$ cat src/rtl/hazard_tag_pipe_pkg.sv
// Shared types for the hazard/tag pipeline: register tag width,
// FSM encoding and the per-stage tag bundle.
package hazard_tag_pipe_pkg;

  localparam int REG_W = 5;

  typedef enum logic [1:0] {
    RUN      = 2'd0,
    LU_STALL = 2'd1,
    MEM_WAIT = 2'd2
  } state_e;

  typedef struct packed {
    logic [REG_W-1:0] rs1;
    logic [REG_W-1:0] rs2;
    logic [REG_W-1:0] rd;
    logic             regWrite;
    logic             memRead;
  } stage_t;

  localparam stage_t BUBBLE = '0;

endpackage

$ cat src/rtl/hazard_tag_pipe_detect.sv
// Combinational load-use detection and stall/flush priority
// (mem wait over branch over load-use).
module hazard_detect
  import hazard_tag_pipe_pkg::*;
(
  input  logic             id_valid,
  input  logic [REG_W-1:0] id_rs1,
  input  logic [REG_W-1:0] id_rs2,
  input  stage_t           id_ex,
  input  logic             in_lu,
  input  logic             ex_branch_taken,
  input  logic             mem_busy,
  output logic             pc_write,
  output logic             if_id_write,
  output logic             if_id_flush,
  output logic             bubble,
  output logic             hold,
  output logic             lu_stall
);

  logic lu_raw;
  logic br;
  logic lu;

  always_comb begin
    lu_raw = id_valid & id_ex.memRead & id_ex.regWrite
           & (id_ex.rd != '0)
           & ((id_ex.rd == id_rs1) | (id_ex.rd == id_rs2))
           & ~in_lu;
    br = ex_branch_taken & ~mem_busy;
    lu = lu_raw & ~br & ~mem_busy;

    pc_write    = 1'b1;
    if_id_write = 1'b1;
    if_id_flush = 1'b0;
    bubble      = 1'b0;
    hold        = 1'b0;
    lu_stall    = 1'b0;

    unique case (1'b1)
      mem_busy: begin
        pc_write    = 1'b0;
        if_id_write = 1'b0;
        hold        = 1'b1;
      end
      br: begin
        if_id_flush = 1'b1;
        bubble      = 1'b1;
      end
      lu: begin
        pc_write    = 1'b0;
        if_id_write = 1'b0;
        bubble      = 1'b1;
        lu_stall    = 1'b1;
      end
      default: ;
    endcase
  end

endmodule

$ cat src/rtl/hazard_tag_pipe.sv
// ID/EX, EX/MEM, MEM/WB tag registers with stall FSM, wait
// timeout and saturating stall counter.
module hazard_tag_pipe
  import hazard_tag_pipe_pkg::*;
#(
  parameter int MAX_WAIT = 16,
  parameter int CNT_W    = 8
) (
  input  logic             clk,
  input  logic             rst_n,
  input  logic             id_valid,
  input  logic [REG_W-1:0] id_rs1,
  input  logic [REG_W-1:0] id_rs2,
  input  logic [REG_W-1:0] id_rd,
  input  logic             id_regWrite,
  input  logic             id_memRead,
  input  logic             ex_branch_taken,
  input  logic             mem_busy,
  output logic [REG_W-1:0] ID_EX_rs1,
  output logic [REG_W-1:0] ID_EX_rs2,
  output logic [REG_W-1:0] ID_EX_rd,
  output logic             ID_EX_regWrite,
  output logic             ID_EX_memRead,
  output logic [REG_W-1:0] EX_MEM_rd,
  output logic             EX_MEM_regWrite,
  output logic [REG_W-1:0] MEM_WB_rd,
  output logic             MEM_WB_regWrite,
  output logic             pc_write,
  output logic             if_id_write,
  output logic             if_id_flush,
  output logic [CNT_W-1:0] stall_cnt,
  output logic             mem_timeout
);

  localparam int WW = $clog2(MAX_WAIT + 1);
  localparam logic [WW-1:0] WMAX = WW'(MAX_WAIT);

  stage_t id_ex_q, id_ex_d;
  stage_t ex_mem_q, ex_mem_d;
  stage_t mem_wb_q, mem_wb_d;
  stage_t id_stage;
  state_e state_q, state_d;
  logic [WW-1:0] wait_cnt_q, wait_cnt_d;
  logic [CNT_W-1:0] stall_cnt_q, stall_cnt_d;
  logic mem_timeout_q, mem_timeout_d;

  logic pc_write_raw, if_id_write_raw, if_id_flush_raw;
  logic bubble, hold, lu_stall;

  hazard_detect u_detect (
    .id_valid        (id_valid),
    .id_rs1          (id_rs1),
    .id_rs2          (id_rs2),
    .id_ex           (id_ex_q),
    .in_lu           (state_q == LU_STALL),
    .ex_branch_taken (ex_branch_taken),
    .mem_busy        (mem_busy),
    .pc_write        (pc_write_raw),
    .if_id_write     (if_id_write_raw),
    .if_id_flush     (if_id_flush_raw),
    .bubble          (bubble),
    .hold            (hold),
    .lu_stall        (lu_stall)
  );

  always_comb begin
    id_stage = BUBBLE;
    if (id_valid) begin
      id_stage = '{rs1: id_rs1, rs2: id_rs2, rd: id_rd,
                   regWrite: id_regWrite, memRead: id_memRead};
    end

    id_ex_d  = id_ex_q;
    ex_mem_d = ex_mem_q;
    mem_wb_d = mem_wb_q;
    if (!hold) begin
      id_ex_d  = bubble ? BUBBLE : id_stage;
      ex_mem_d = id_ex_q;
      mem_wb_d = ex_mem_q;
    end

    state_d = RUN;
    unique case (1'b1)
      mem_busy: state_d = MEM_WAIT;
      lu_stall: state_d = LU_STALL;
      default:  state_d = RUN;
    endcase

    wait_cnt_d = '0;
    if (mem_busy) begin
      wait_cnt_d = (wait_cnt_q == WMAX) ? wait_cnt_q
                                        : wait_cnt_q + WW'(1);
    end
    mem_timeout_d = mem_timeout_q | (wait_cnt_d == WMAX);

    stall_cnt_d = stall_cnt_q;
    if (!pc_write_raw && stall_cnt_q != '1) begin
      stall_cnt_d = stall_cnt_q + CNT_W'(1);
    end
  end

  always_ff @(posedge clk or negedge rst_n) begin
    if (!rst_n) begin
      id_ex_q       <= BUBBLE;
      ex_mem_q      <= BUBBLE;
      mem_wb_q      <= BUBBLE;
      state_q       <= RUN;
      wait_cnt_q    <= '0;
      stall_cnt_q   <= '0;
      mem_timeout_q <= 1'b0;
    end else begin
      id_ex_q       <= id_ex_d;
      ex_mem_q      <= ex_mem_d;
      mem_wb_q      <= mem_wb_d;
      state_q       <= state_d;
      wait_cnt_q    <= wait_cnt_d;
      stall_cnt_q   <= stall_cnt_d;
      mem_timeout_q <= mem_timeout_d;
    end
  end

  assign ID_EX_rs1       = id_ex_q.rs1;
  assign ID_EX_rs2       = id_ex_q.rs2;
  assign ID_EX_rd        = id_ex_q.rd;
  assign ID_EX_regWrite  = id_ex_q.regWrite;
  assign ID_EX_memRead   = id_ex_q.memRead;
  assign EX_MEM_rd       = ex_mem_q.rd;
  assign EX_MEM_regWrite = ex_mem_q.regWrite;
  assign MEM_WB_rd       = mem_wb_q.rd;
  assign MEM_WB_regWrite = mem_wb_q.regWrite;
  // Control stays deasserted for as long as reset is held.
  assign pc_write        = rst_n & pc_write_raw;
  assign if_id_write     = rst_n & if_id_write_raw;
  assign if_id_flush     = rst_n & if_id_flush_raw;
  assign stall_cnt       = stall_cnt_q;
  assign mem_timeout     = mem_timeout_q;

endmodule

$ cat config.mk
export PLATFORM = sky130hd
export DESIGN_NAME = hazard_tag_pipe
export DESIGN_NICKNAME = d
export VERILOG_FILES = /design/src/rtl/hazard_tag_pipe_pkg.sv /design/src/rtl/hazard_tag_pipe_detect.sv /design/src/rtl/hazard_tag_pipe.sv
export SDC_FILE = /design/constraint.sdc
export NUM_CORES = 1
export LEC_CHECK = 0
export CORE_MARGIN = 4
export CORE_UTILIZATION = 45
export CTS_CLUSTER_DIAMETER = 50
export CTS_CLUSTER_SIZE = 25
export DETAILED_ROUTE_END_ITERATION = 16
export PLACE_DENSITY = 0.81
export RECOVER_POWER = 25
export SKIP_CTS_REPAIR_TIMING = 1
export SLEW_MARGIN = 15
export SYNTH_ARGS = -nofsm -noshare
export SYNTH_HDL_FRONTEND = slang
export SYNTH_SLANG_ARGS = --single-unit
export TNS_END_PERCENT = 5
$ cat constraint.sdc
create_clock -name clk -period 2.8 [get_ports clk]
set_input_delay 0.56 -clock clk [delete_from_list [all_inputs] [get_ports clk]]
set_output_delay 0.56 -clock clk [all_outputs]
set_load 0.01 [all_outputs]
* Word level (Yosys, flattened, before mapping)
Cells that the tools add are included.
W data, S select, Z words.
** Storage, ports and cells
- Register bits after elaboration :: 45
- Bits in latches :: 0
- Bits in writable memories :: 0
- ROM bits :: 0
- Logic and storage cells :: 50
- Memories kept :: 0
** Operators by class
- Add/subtract/negate cells :: 2
- $mul :: 0
- Div/mod/pow operators :: 0
- Magnitude comparators :: 0
- Eq/ne operators :: 6
- Shifts and indexed selects :: 0
- Mux-type cells :: 10
- Bitwise gates (word level) :: 15
- Reduce and logical (&&, ||, !) cells :: 4
** Operators with widths (number)
- $mux W17 :: 2
- $and A1 B1 Y1 :: 10
- $eq A5 B5 Y1 :: 2
- $eq A5 B5 Y1 const B :: 2
- $mux W5 :: 2
- $add A8 B1 Y8 const B :: 1
- $ne A8 B8 Y1 const B :: 1
- $add A5 B1 Y5 const B :: 1
- $mux W1 :: 5
- $reduce_bool A5 Y1 :: 1
- $pmux W2 S2 :: 1
- $reduce_or A2 Y1 :: 2
- $not A1 Y1 :: 3
- $eq A2 B1 Y1 const B :: 1
- $or A1 B1 Y1 :: 2
- $logic_and A1 B1 Y1 :: 1

* Depth between registers and ports, before layout
- Word-level depth :: 10
- Depth in mapped cells :: 8
- Depth with buffers taken out :: 8

* By module
Synthesis repeated with hierarchy kept, for this count alone.
** Unflattened totals
- Cell total of the unflattened synthesis :: 163
- Area, all modules :: 2069.5 µm²
** By module, submodules not included
- hazard_tag_pipe :: times used 1, cells an instance 137, area each 1876.8 µm², seq. area each 1126.1 µm²
- hazard_detect :: times used 1, cells an instance 26, area each 192.7 µm², seq. area each 0.0 µm²

* Least setup slack after synthesis
Ideal clock, no wire load.
- Path kind :: reg2out
- Start :: reg id_ex_q (netlist bit ID_EX_rd[0])
- End :: out pc_write
- Data arrival time :: 1.728 ns
- Data required time :: 2.240 ns
- Setup slack :: 0.512 ns
- Stages on the path, launching flop included :: 7
- Path buffers :: 1
- Path through :: dfrtp_1 or4_1 nor2_1 nor4_2 a21oi_4 and2_1 buf_4
** On the way
- Cells in the longest elaborated chain, start to end :: 9
- Elaborated cells between the ends (all ways) :: 12
- Those cells by class :: 2 x eq/ne; 1 x mux; 7 x bitwise; 2 x reduce/logical
** Ends and longest elaborated chain
- start: declaration :: line hazard_tag_pipe.sv:38 : stage_t id_ex_q, id_ex_d;
- start signal: assignment :: line hazard_tag_pipe.sv:112 : id_ex_q <= id_ex_d;
- $eq A5 B5 Y1 or $reduce_bool A5 Y1 (tied branches) :: line hazard_tag_pipe_detect.sv:28, hazard_tag_pipe_detect.sv:27
- $or A1 B1 Y1 or $and A1 B1 Y1 (tied branches) :: line hazard_tag_pipe_detect.sv:28, hazard_tag_pipe_detect.sv:27
- $and A1 B1 Y1 (*) :: line hazard_tag_pipe_detect.sv:28 : & ((id_ex.rd == id_rs1) | (id_ex.rd == id_rs2))
- $and A1 B1 Y1 (*) :: line hazard_tag_pipe_detect.sv:29 : & ~in_lu;
- $and A1 B1 Y1 (*) (2 in series) :: line hazard_tag_pipe_detect.sv:31 : lu = lu_raw & ~br & ~mem_busy;
- $reduce_or A2 Y1 (no source line) (*)
- $mux W1 (*)
- $and A1 B1 Y1 (*)
- end: declaration :: line hazard_tag_pipe.sv:28 : output logic pc_write,
Mark *: on every way between the ends. The rest lies on a longest branch, timed or not.

* Final worst setup path
- Start :: in id_rs1[3]
- End :: out pc_write
** On the way
- Cells in the longest elaborated chain, start to end :: 9
** Ends and longest elaborated chain
- start: declaration :: line hazard_tag_pipe.sv:12 : input logic [REG_W-1:0] id_rs1,
- $eq A5 B5 Y1 :: line hazard_tag_pipe_detect.sv:28
- $or A1 B1 Y1 :: line hazard_tag_pipe_detect.sv:28
- $and A1 B1 Y1 :: line hazard_tag_pipe_detect.sv:28
- $and A1 B1 Y1 :: line hazard_tag_pipe_detect.sv:29
- $and A1 B1 Y1 (2 in series) :: line hazard_tag_pipe_detect.sv:31
- $reduce_or A2 Y1 (no source line)
- $mux W1 :: line hazard_tag_pipe_detect.sv:40 : unique case (1'b1)
- $and A1 B1 Y1 :: line hazard_tag_pipe.sv:132 : assign pc_write = rst_n & pc_write_raw;
Every way passes these cells.

==> impl_metrics.yaml <==
setup_path:
  critical_path_class: "input port to primary output"
  crit_chain: "clkdlybuf4s50_1 > xnor2_1 > nand3_1 > o22ai_1 > buf_4 > a21oi_4 > and2_1 > dlymetal6s2s_1"
  slowest_stage: "clkdlybuf4s50_1"
  r2r_cells: 8
  crit_path_max_fanout: 2
  worstPathRequired_ns: 2.24
  critPathMaxStageDelay_ns: 0.50
  r2r-start: "ID_EX_rd[0]"
  startpoint_type: "input port"
  cp-end-kind: "primary output"
  rrSetupSlack_ns: 0.39
  crit_arrival_ns: 2.03
  rr_endpoint: "ID_EX_memRead"
synthesis:
  syn_avg_cell_area_um2: 12.4
  ys_types: 31
  synth_adder_area_share_pct: 1.87
  synthCells: 161
  synth_nets: 186
  ys_ff_latch: 45
  synth_top_family_by_area: "simple AND/OR/NAND/NOR gates"
  synth-simple-area-share_pct: 11.8
  synth_xor_area_share_pct: 6.99
  synth_compound_area_share_pct: 10.9
  synth_mux_area_share_pct: 8.93
  yosys_warnings: 0
  ys_seq_area_share_pct: 56.2
  synth_area_mm2: 0.00200
cts:
  tritoncts: "done"
  clk_path_buf_depth: 2
  cts_buffers: 5
  h-tree-depth: 2
  root_buffer: "clkbuf_8"
  clk_latency_ns: 0.29
  cts_sinks: 45
  clkTransAtPathRegs_ns: 0.08
floorplanning:
  die_h_um: 74.7
  rows: 24
  core_area_mm2: 0.00432
  start_util_pct: 46.4
  die_x_um: 74.7
  die_area_mm2: 0.00559
  io-pin-count: 63
finish:
  num_antenna_cells: 0
  fill_cells: 353
  fin_nets: 260
  final_cell_mix: "clkdlybuf4s50_1, dfrtp_1, a22o_1"
  drive_gt1_share_pct: 14.8
  area_delta_synth_final_pct: 42.5
  seqCellArea_mm2: 0.00113
  multi_input_area_um2: 811
  final_core_util_pct: 66.1
  layout_commonest_cell: "clkdlybuf4s50_1"
  final_cell_area_mm2: 0.00286
timing:
  fmax_ghz: 0.386
  slew_headroom_pct: 37.9
  setup_viol: 0
  fin_crit_sh_pct: 92.5
  finalMaxSlewViolations: 0
  tns_ns: 0
  layout_min_cycle_time_ns: 2.59
  hold_viol: 0
  rsz0062_at_grt: "false"
  worst_pin_slew_ns: 0.932
  worst_hold_slack_ns: 0.295
  finalClockSkew_ns: 0.00545
routing:
  drc: 0
  drt_pass1_iterations: 4
  wl_mm: 4.27
  num_vias: 1490
  ant_nets: 0
  routedWlPerCell_um: 14.8
  wl_met1_mm: 1.92
  initialDrtViolationCount: 58
  met3_length_um: 147
  viasPerCell: 5.17
  met2_length_mm: 2.13
  top_layer_used: "met4"
placed_design:
  dp_hpwl_mm: 3.28
  post_dp_cell_area_mm2: 0.00273
  gp_congestion: 0.755
  portBuffers: 62
pwr:
  p_leak_nw: 1.28
  irDropWorstVdd_mv: 0.458
  power_density_mw_per_mm2: 656
  total_power_w: 0.00187
grt:
  grt_pass1_wl_mm: 6.98
  grt_pass1_vias: 1497
  grt_max_degree: 39
  antenna_found_initial: 0
  overflow: 0
  track_usage_pct: 16.3
min_path:
  hold_path.class: "input port to asynchronous set/reset pin"
run:
  maxCapViolCount: 0
status:
  outcome: "completed"
flip-flops by register name (all words and copies together), names as in the netlist:
name             count
stall_cnt            8
EX_MEM_rd            5
ID_EX_rd             5
ID_EX_rs1            5
ID_EX_rs2            5
MEM_WB_rd            5
wait_cnt_q           5
state_q              2
EX_MEM_regWrite      1
ID_EX_memRead        1
ID_EX_regWrite       1
MEM_WB_regWrite      1
mem_timeout          1
area by class of cell:
class	instances	share of cell area, %
clock buffers	5	2.41
clock inverters	3	2.28
inverters	4	0.526
multi-input cells	104	28.4
flip-flops and latches	45	39.4
well taps	52	2.28
repair buffers	75	24.7
per-layer routing:
metal,track usage (%),vias up
met5,0,-
met4,6.13,0
met3,3.07,7
met2,25.5,34
met1,22.8,730
li1,-,719
worst max-delay path: cells and delay by family:
family,cells,cell delay [ns]
buffers and inverters,3,0.82
AND/OR/NAND/NOR,2,0.27
AO/OA/AOI/OAI,2,0.24
XOR/XNOR,1,0.13
cell usage after synthesis (all sizes together):
cell / n / share of area, %
ha: 3 / 1.9
o41ai: 1 / 0.44
nor2: 4 / 0.75
nor2b: 4 / 1.2
o31ai: 2 / 0.75
nor4: 2 / 0.94
or4: 1 / 0.37
o22ai: 1 / 0.31
mux2i: 1 / 0.50
xnor2: 11 / 4.8
xor2: 5 / 2.2
a21oi: 2 / 1.1
inv: 4 / 0.75
dfrtp: 45 / 56
mux2: 15 / 8.4
nor3: 4 / 1.0
and2b: 1 / 0.37
a22o: 17 / 7.4
and2: 3 / 0.94
nand2: 11 / 2.1
nand3: 8 / 2.0
nor4b: 1 / 0.44
a211o: 2 / 0.87
and3b: 1 / 0.44
buf: 3 / 1.7
nand2b: 4 / 1.2
clkbuf: 5 / 0.94
metrics by stage:
stage / setup WS [ns] / std cells
after global placement: -0.106 / 280
after global routing: 0.0731 / 288
after CTS: -0.136 / 288
after detailed placement: -0.111 / 280
final: 0.209 / 288
after floorplan: 0.512 / 161
logic make-up (layout without fill, tap and decap cells):
group                    count (synthesis)  count (layout)
adder cells (fa/ha/maj)                  3               3
AO/OA/AOI/OAI                           25              25
flip-flops                              45              45
buffers and inverters                   12              87
XOR/XNOR                                16              16
multiplexers                            16              16
AND/OR/NAND/NOR                         44              44
how the worst max path moves through the flow:
stage           startpoint       end  cells after the start  slack (ns)
4_1_cts        ID_EX_rd[0]  pc_write                      7       -0.14
3_3_place_gp      mem_busy  pc_write                      7       -0.11
3_5_place_dp      mem_busy  pc_write                      7       -0.11
5_1_grt           mem_busy  pc_write                      7        0.07
2_1_floorplan  ID_EX_rd[0]  pc_write                      6        0.51
6_report         id_rs1[3]  pc_write                      8        0.21
report_power, final:
| part | leakage [nW] | total (W) | internal [W] | switching [W] |
|---|---|---|---|---|
| Clock | 0.0681 | 0.000567 | 0.000354 | 0.000213 |
| Combinational | 0.626 | 0.000478 | 0.000284 | 0.000194 |
| Sequential | 0.590 | 0.000829 | 0.000740 | 0.0000894 |
| Total | 1.28 | 0.00187 | 0.00138 | 0.000497 |
Note: power is estimated with default switching activity, not from simulation.
